## src/rtl/lasernet_msg_pkg.sv

```systemverilog
// Shared constants and types for the line-editing / message-send path.
// The capacity, character codes and controller state encoding live here.
package lasernet_msg_pkg;

    localparam int MSG_CHARS = 16;

    localparam logic [7:0] ASCII_CR       = 8'h0D;
    localparam logic [7:0] ASCII_BS       = 8'h08;
    localparam logic [7:0] ASCII_SP       = 8'h20;
    localparam logic [7:0] ASCII_PRINT_LO = 8'h20;
    localparam logic [7:0] ASCII_PRINT_HI = 8'h7E;

    typedef enum logic {
        COMPOSE = 1'b0,
        SEND    = 1'b1
    } state_t;

    function automatic logic is_printable(input logic [7:0] c);
        return (c >= ASCII_PRINT_LO) && (c <= ASCII_PRINT_HI);
    endfunction

endpackage

```

## src/rtl/msg_char_buffer.sv

```systemverilog
// Fixed-capacity character buffer with append / pop / clear commands.
// The caller guarantees commands are exclusive and never overflow or underflow.
module msg_char_buffer #(
    parameter int MSG_CHARS = lasernet_msg_pkg::MSG_CHARS,
    parameter int CW        = $clog2(MSG_CHARS + 1)
) (
    input  logic                   clk,
    input  logic                   reset,
    input  logic                   append,
    input  logic                   pop,
    input  logic                   clear,
    input  logic [7:0]             ch,
    output logic [8*MSG_CHARS-1:0] cstring,
    output logic [CW-1:0]          char_count
);
    import lasernet_msg_pkg::*;

    logic [7:0] slots [MSG_CHARS];

    always_ff @(posedge clk) begin
        if (reset || clear) begin
            for (int i = 0; i < MSG_CHARS; i++) slots[i] <= ASCII_SP;
            char_count <= '0;
        end else if (append) begin
            for (int i = 0; i < MSG_CHARS; i++)
                if (char_count == CW'(i)) slots[i] <= ch;
            char_count <= char_count + CW'(1);
        end else if (pop) begin
            // The vacated slot is the one just below the current count.
            for (int i = 0; i < MSG_CHARS; i++)
                if (char_count == CW'(i + 1)) slots[i] <= ASCII_SP;
            char_count <= char_count - CW'(1);
        end
    end

    // Character 0 sits in the most significant byte.
    for (genvar g = 0; g < MSG_CHARS; g++) begin : g_pack
        assign cstring[8*(MSG_CHARS-1-g) +: 8] = slots[g];
    end

endmodule

```

## src/rtl/msg_composer.sv

```systemverilog
// Line editor between the ASCII decoder and the message transmitter:
// classifies character strobes, edits the buffer, and offers a snapshot on CR.
module msg_composer #(
    parameter int MSG_CHARS = lasernet_msg_pkg::MSG_CHARS,
    parameter int CW        = $clog2(MSG_CHARS + 1)
) (
    input  logic                   clock_65mhz,
    input  logic                   reset,
    input  logic [7:0]             ascii,
    input  logic                   ascii_ready,
    output logic [8*MSG_CHARS-1:0] cstring,
    output logic [CW-1:0]          char_count,
    output logic                   msg_valid,
    input  logic                   msg_ready,
    output logic [8*MSG_CHARS-1:0] msg_data,
    output logic [CW-1:0]          msg_len,
    output logic                   busy,
    output logic                   drop
);
    import lasernet_msg_pkg::*;

    state_t state, state_nxt;
    logic   append, pop, clear, snap, drop_nxt;
    logic   full, empty;

    assign full      = (char_count == CW'(MSG_CHARS));
    assign empty     = (char_count == '0);
    assign msg_valid = (state == SEND);
    assign busy      = (state == SEND);

    msg_char_buffer #(
        .MSG_CHARS (MSG_CHARS),
        .CW        (CW)
    ) u_buf (
        .clk        (clock_65mhz),
        .reset      (reset),
        .append     (append),
        .pop        (pop),
        .clear      (clear),
        .ch         (ascii),
        .cstring    (cstring),
        .char_count (char_count)
    );

    always_comb begin
        state_nxt = state;
        append    = 1'b0;
        pop       = 1'b0;
        clear     = 1'b0;
        snap      = 1'b0;
        drop_nxt  = 1'b0;
        case (state)
            COMPOSE: begin
                if (ascii_ready) begin
                    if (is_printable(ascii)) begin
                        if (full) drop_nxt = 1'b1;
                        else      append   = 1'b1;
                    end else if (ascii == ASCII_BS) begin
                        pop = !empty;
                    end else if (ascii == ASCII_CR) begin
                        // An empty line is silently ignored rather than sent.
                        if (!empty) begin
                            snap      = 1'b1;
                            state_nxt = SEND;
                        end
                    end else begin
                        drop_nxt = 1'b1;
                    end
                end
            end
            SEND: begin
                // Input is never queued while a message is outstanding.
                drop_nxt = ascii_ready;
                if (msg_ready) begin
                    clear     = 1'b1;
                    state_nxt = COMPOSE;
                end
            end
            default: state_nxt = COMPOSE;
        endcase
    end

    always_ff @(posedge clock_65mhz) begin
        if (reset) begin
            state    <= COMPOSE;
            drop     <= 1'b0;
            msg_data <= '0;
            msg_len  <= '0;
        end else begin
            state <= state_nxt;
            drop  <= drop_nxt;
            if (snap) begin
                msg_data <= cstring;
                msg_len  <= char_count;
            end
        end
    end

endmodule
```

## config.mk

```make
export PLATFORM = sky130hd
export DESIGN_NAME = msg_composer
export DESIGN_NICKNAME = d
export VERILOG_FILES = /design/src/rtl/lasernet_msg_pkg.sv /design/src/rtl/msg_char_buffer.sv /design/src/rtl/msg_composer.sv
export SDC_FILE = /design/constraint.sdc
export NUM_CORES = 1
export LEC_CHECK = 0
export ABC_AREA = 1
export CORE_MARGIN = 2
export CORE_UTILIZATION = 53
export DETAILED_ROUTE_END_ITERATION = 6
export PLACE_DENSITY = 0.88
export SYNTH_ARGS = -nofsm -noshare
export SYNTH_HDL_FRONTEND = slang
export SYNTH_SLANG_ARGS = --single-unit
export TNS_END_PERCENT = 1
```

## constraint.sdc

```tcl
create_clock -name clock_65mhz -period 4.1 [get_ports clock_65mhz]
set_input_delay 1.23 -clock clock_65mhz [delete_from_list [all_inputs] [get_ports clock_65mhz]]
set_output_delay 1.23 -clock clock_65mhz [all_outputs]
set_load 0.03 [all_outputs]
```

Yosys cells after proc, flatten, opt, wreduce, memory -nomap -nowiden:

Memory sizes are Yosys's and may differ from the RTL's.
Cells that the tools add are included.

* bits in registers: 140
* output and inout bits: 269
* memories: 1
* RAM bits: 128

Memory list
* u_buf.slots: depth 16, bits a word 8, rd ports 16, clocked after Yosys merged registers in 0, wr ports 16, line msg_char_buffer.sv:18 `logic [7:0] slots [MSG_CHARS];`

* equal/unequal tests: 18
* muxes and demuxes: 188
* $lt $le $gt $ge: 2
* reduce and logical (&&, ||, !) cells: 5
* bitwise logic cells: 33
* add/sub/neg operators: 2

Operator list (count)
* $mux 8: 32
* $mux 1: 152
* $eq 5x4->1 const B: 8
* $or 1x1->1: 32
* $eq 5x3->1 const B: 4
* $eq 8x4->1 const B: 2
* $eq 5x2->1 const B: 2
* $mux 5: 2
* $ge 8x6->1 const B: 1
* $le 8x7->1 const B: 1
* $add 5x1->5 const B: 1
* $eq 5x1->1 const B: 1
* $eq 5x5->1 const B: 1
* $logic_not 5->1: 1
* $sub 5x1->5 const B: 1
* $pmux 1 s2: 2
* $reduce_bool 2->1: 1
* $logic_and 1x1->1: 1
* $logic_not 1->1: 1
* $logic_or 1x1->1: 1
* $not 1->1: 1

Longest topological paths before layout:

* word-level depth: 11
* depth in mapped cells: 12

By module:

Synthesis repeated with hierarchy kept, for this count alone.

* cells, all modules: 1480
* area, all modules: 11283.3 sq um

Modules (own cells, without submodules)
* msg_composer: times used 1, sequential area each 2702.6 sq um, area an instance 6074.6 sq um, cells an instance 919
* msg_char_buffer: times used 1, sequential area each 3303.2 sq um, area an instance 5208.7 sq um, cells an instance 561

Worst setup path after synthesis:

Ideal clock, no wire load.

* path type: input-to-reg
* start point: in ascii[5]
* end point: mem u_buf.slots[7][0], in the netlist u_buf.slots[0][56], enable pin
* setup slack: 1369 ps
* arrival time: 2394 ps
* required time: 3763 ps
* stages: 8
* path buffers: 2
* cell sequence: buf_4 > nor2_1 > nor2_2 > nand4_4 > nor2_4 > buf_6 > nand2_1 > nand3_1

RTL lines
* start: declaration: line msg_composer.sv:9 `input logic [7:0] ascii,`
* end: declaration: line msg_char_buffer.sv:18

==> results by group <==
Clock network
  – Clk root buf: clkbuf_16
  – Hold buffers post-CTS: 0
  – Bufs on Longest Clock Path: 3
  – H-tree levels: 1
  – Clk sink count: 268
  – Post-CTS Setup Repair Bufs: 0
  – TritonCTS Buffers: 27
  – Skew-Pair Late Insertion Delay: 0.53 ns
  – CTS tree: yes
  – Post_cts resized: 0
  – Clock transition at path regs: 0.06 ns

Final layout
  – N_diodes: 0
  – Nets@finish: 1735
  – Sequential cell area: 0.00601 mm2
  – Final instance area: 0.0147 mm2
  – Layout cell share with drive strength beyond 1: 4.49%
  – Area of the multi-input gates: 0.00392 mm2
  – Fillers: 1513
  – Area Growth Syn to Fin: 35.7%

Timing
  – Layout Skew: 0.0155 ns
  – Peak Freq: 302 MHz
  – Final hold vios: 0
  – Setup-failing EPs final: 0
  – TNS Setup: 0 ns
  – Min Tclk post-route: 3.31 ns
  – Worst-Margin Slew: 0.992 ns
  – Unrepaired setup endpoints after global routing: false
  – Slew Limit Fails: 0
  – Slew Limit Headroom: 33.9%
  – Worst Hold Slack: 0.469 ns
  – Fin worst setup slack: 0.788 ns
  – Period utilisation layout: 80.8%

Worst hold path
  – Worst Hold Endpoint: u_buf.slots[0][79]
  – Hold WC Path Type: reg2reg
  – HP Start: u_buf.slots[0][79]
  – Hold path depth: 2

Flow run
  – Max-cap violation count: 0

Outcome
  – Outcome: complete, no violations

Synth
  – Main synth FF type: dfxtp_1
  – Synth Cell Area: 0.0108 mm2
  – Number of distinct library cells after synthesis: 34
  – Share of Yosys cell area claimed by the top area cell type: 37.7%
  – Ys async rst share: 0%
  – Count leader, synth: nor2_1
  – Post-synth top cells: nor2_1, nand2_1, dfxtp_1, inv_1, nand3_1
  – Ys Warns: 0
  – Mapped Cells: 1450
  – Synth area leader: dfxtp_1
  – Largest cells by area after synthesis: dfxtp_1, edfxtp_1, nor2_1, nand2_1, inv_1
  – Number of flops mapped to enable cells by yosys: 64
  – Seq/Total Area, Yosys: 55.4%
  – Average size of a mapped cell: 7.48 um2
  – Flops & latches, synth: 268

Power and ir drop
  – VDD IR max: 305 uV
  – Pwr Total: 5.40 mW
  – NetSw: 1.20 mW
  – Flop pwr share: 51.0%
  – Switch share: 22.2%
  – Power Dens Cells: 367 mW/mm2
  – Comb pwr share: 4.9%
  – Clk pwr share: 44.1%
  – Pint: 4.20 mW
  – Leak Pwr: 6.76 nW

Setup path
  – Kind of critical path: in2reg
  – Reg2reg end: u_buf.slots[0][39]
  – Worst EP arrival: 3.49 ns
  – Crit. End Element: register
  – Worst path required time: 4.27 ns
  – Worst Path Max Fanout: 22
  – R2r setup slk: 1.17 ns
  – Worst r2r path cells: 9
  – CP Launch Point: ascii[5]
  – Worst r2r src: u_buf.char_count[1]
  – Setup crit start kind: primary input

Floorplan
  – DIE WIDTH: 147 um
  – FP Rows: 52
  – Core area: 0.0202 mm2
  – IO Pins: 281
  – Initial Util: 53.8%
  – Die area: 0.0216 mm2
  – DIE HEIGHT: 147 um

Global routing
  – Grt ovf: 0
  – GR Util All Layers: 26.9%
  – Largest net degree at the start of global routing: 161
  – Initial antenna violation count: 0
  – Number of global-route vias before repair: 9455
  – First-pass GRT wire length: 47.5 mm

Placed design
  – Pre-CTS setup slack: 0.298 ns
  – DP Area: 0.0139 mm2
  – Detailed-placement wirelength estimate: 20.7 mm
  – Gpl congestion: 0.884
  – Buffers on Ports: 280

Routing
  – DRT Pass-1 Iters: 5
  – Routed wire per std cell: 14.8 um
  – DRC Markers: 0
  – DR vias/cell: 4.96
  – Antenna Nets Post-Route: 0
  – Via Count: 9953
  – DRT iter0 DRCs: 615
  – Total Wirelength: 29.7 mm
-- power groups by stage --
stage	Sequential, mW	Clock [mW]	Combinational (mW)
final	2.76	2.38	0.265
after global routing	2.76	2.54	0.280
after floorplan	2.86	0	0.0963
after global placement	2.81	0	0.259
after detailed placement	2.81	0	0.262
after CTS	2.76	2.40	0.263
-- registers in the layout, summed over array words and instances, names as in the netlist --
name	count
msg_data	128
msg_len	5
u_buf.slots	128
drop	1
u_buf.char_count	5
busy	1
-- cell families after synthesis --
group | Yosys count | synth area share (%)
other | 1 | 0.0346
AND/OR/NAND/NOR | 898 | 33.1
buffers and inverters | 238 | 8.92
AO/OA/AOI/OAI | 39 | 1.89
adder cells (fa/ha/maj) | 6 | 0.692
flip-flops | 268 | 55.4
-- layout by cell type (no fill, tap or decap), types with 2 or more instances in the layout --
cell type        instances
conb_1                   8
nor2_1                 415
ha_1                     6
nand4_4                  2
buf_4                   13
o21ai_1                  4
inv_4                    2
inv_2                    6
clkbuf_1                 7
inv_1                  165
nand2_2                  3
nand4_1                  2
nand2_1                364
edfxtp_1                64
clkdlybuf4s50_1        280
a21oi_1                 29
clkinv_1                 6
clkbuf_16               27
nand3_1                 98
clkinv_2                 3
dfxtp_1                204
nor2_2                   6
o21ai_0                  3
clkbuf_8                 3
nor3_1                   2
bufinv_16                2
buf_12                   2
-- worst max-delay path, cell delays in order --
cell             delay, ns
clkdlybuf4s50_1       0.68
nor2_1                0.11
nor2_2                0.17
nand4_4               0.17
nor2_4                0.47
nand2_1               0.27
nand3_1               0.38
-- stage by stage --
step	util, %	cells
CTS	73.0	2008
global route	73.0	2008
finish	73.0	2008
global placement	68.7	1958
floorplan	-	1457
detailed placement	68.7	1958
-- cell type report --
class | count | share of cell area (%)
Sequential cell | 268 | 40.8
Clock inverter | 12 | 0.748
Tap cell | 270 | 2.30
Clock buffer | 38 | 5.08
Timing Repair Buffer | 295 | 20.0
Multi-Input combinational cell | 951 | 26.6
Inverter | 174 | 4.47
-- layer usage --
| metal | GRT usage, % | part of all wire, % | vias to the layer above |
|---|---|---|---|
| met1 | 34.0 | 40 | 4542 |
| met4 | 8.85 | 3.1 | 0 |
| li1 | - | - | 4903 |
| met3 | 5.62 | 8.7 | 68 |
| met5 | 0 | 0 | - |
| met2 | 46.1 | 48 | 440 |
-- how the worst max path moves through the flow --
stage,endpoint,cells past startpoint
after global placement,u_buf.slots[0][63],7
after CTS,u_buf.slots[0][59],7
after detailed placement,u_buf.slots[0][33],7
after global routing,u_buf.slots[0][34],7
after floorplan,u_buf.slots[0][56],8
final,u_buf.slots[0][39],7
Power figures use the tool's default switching activity.
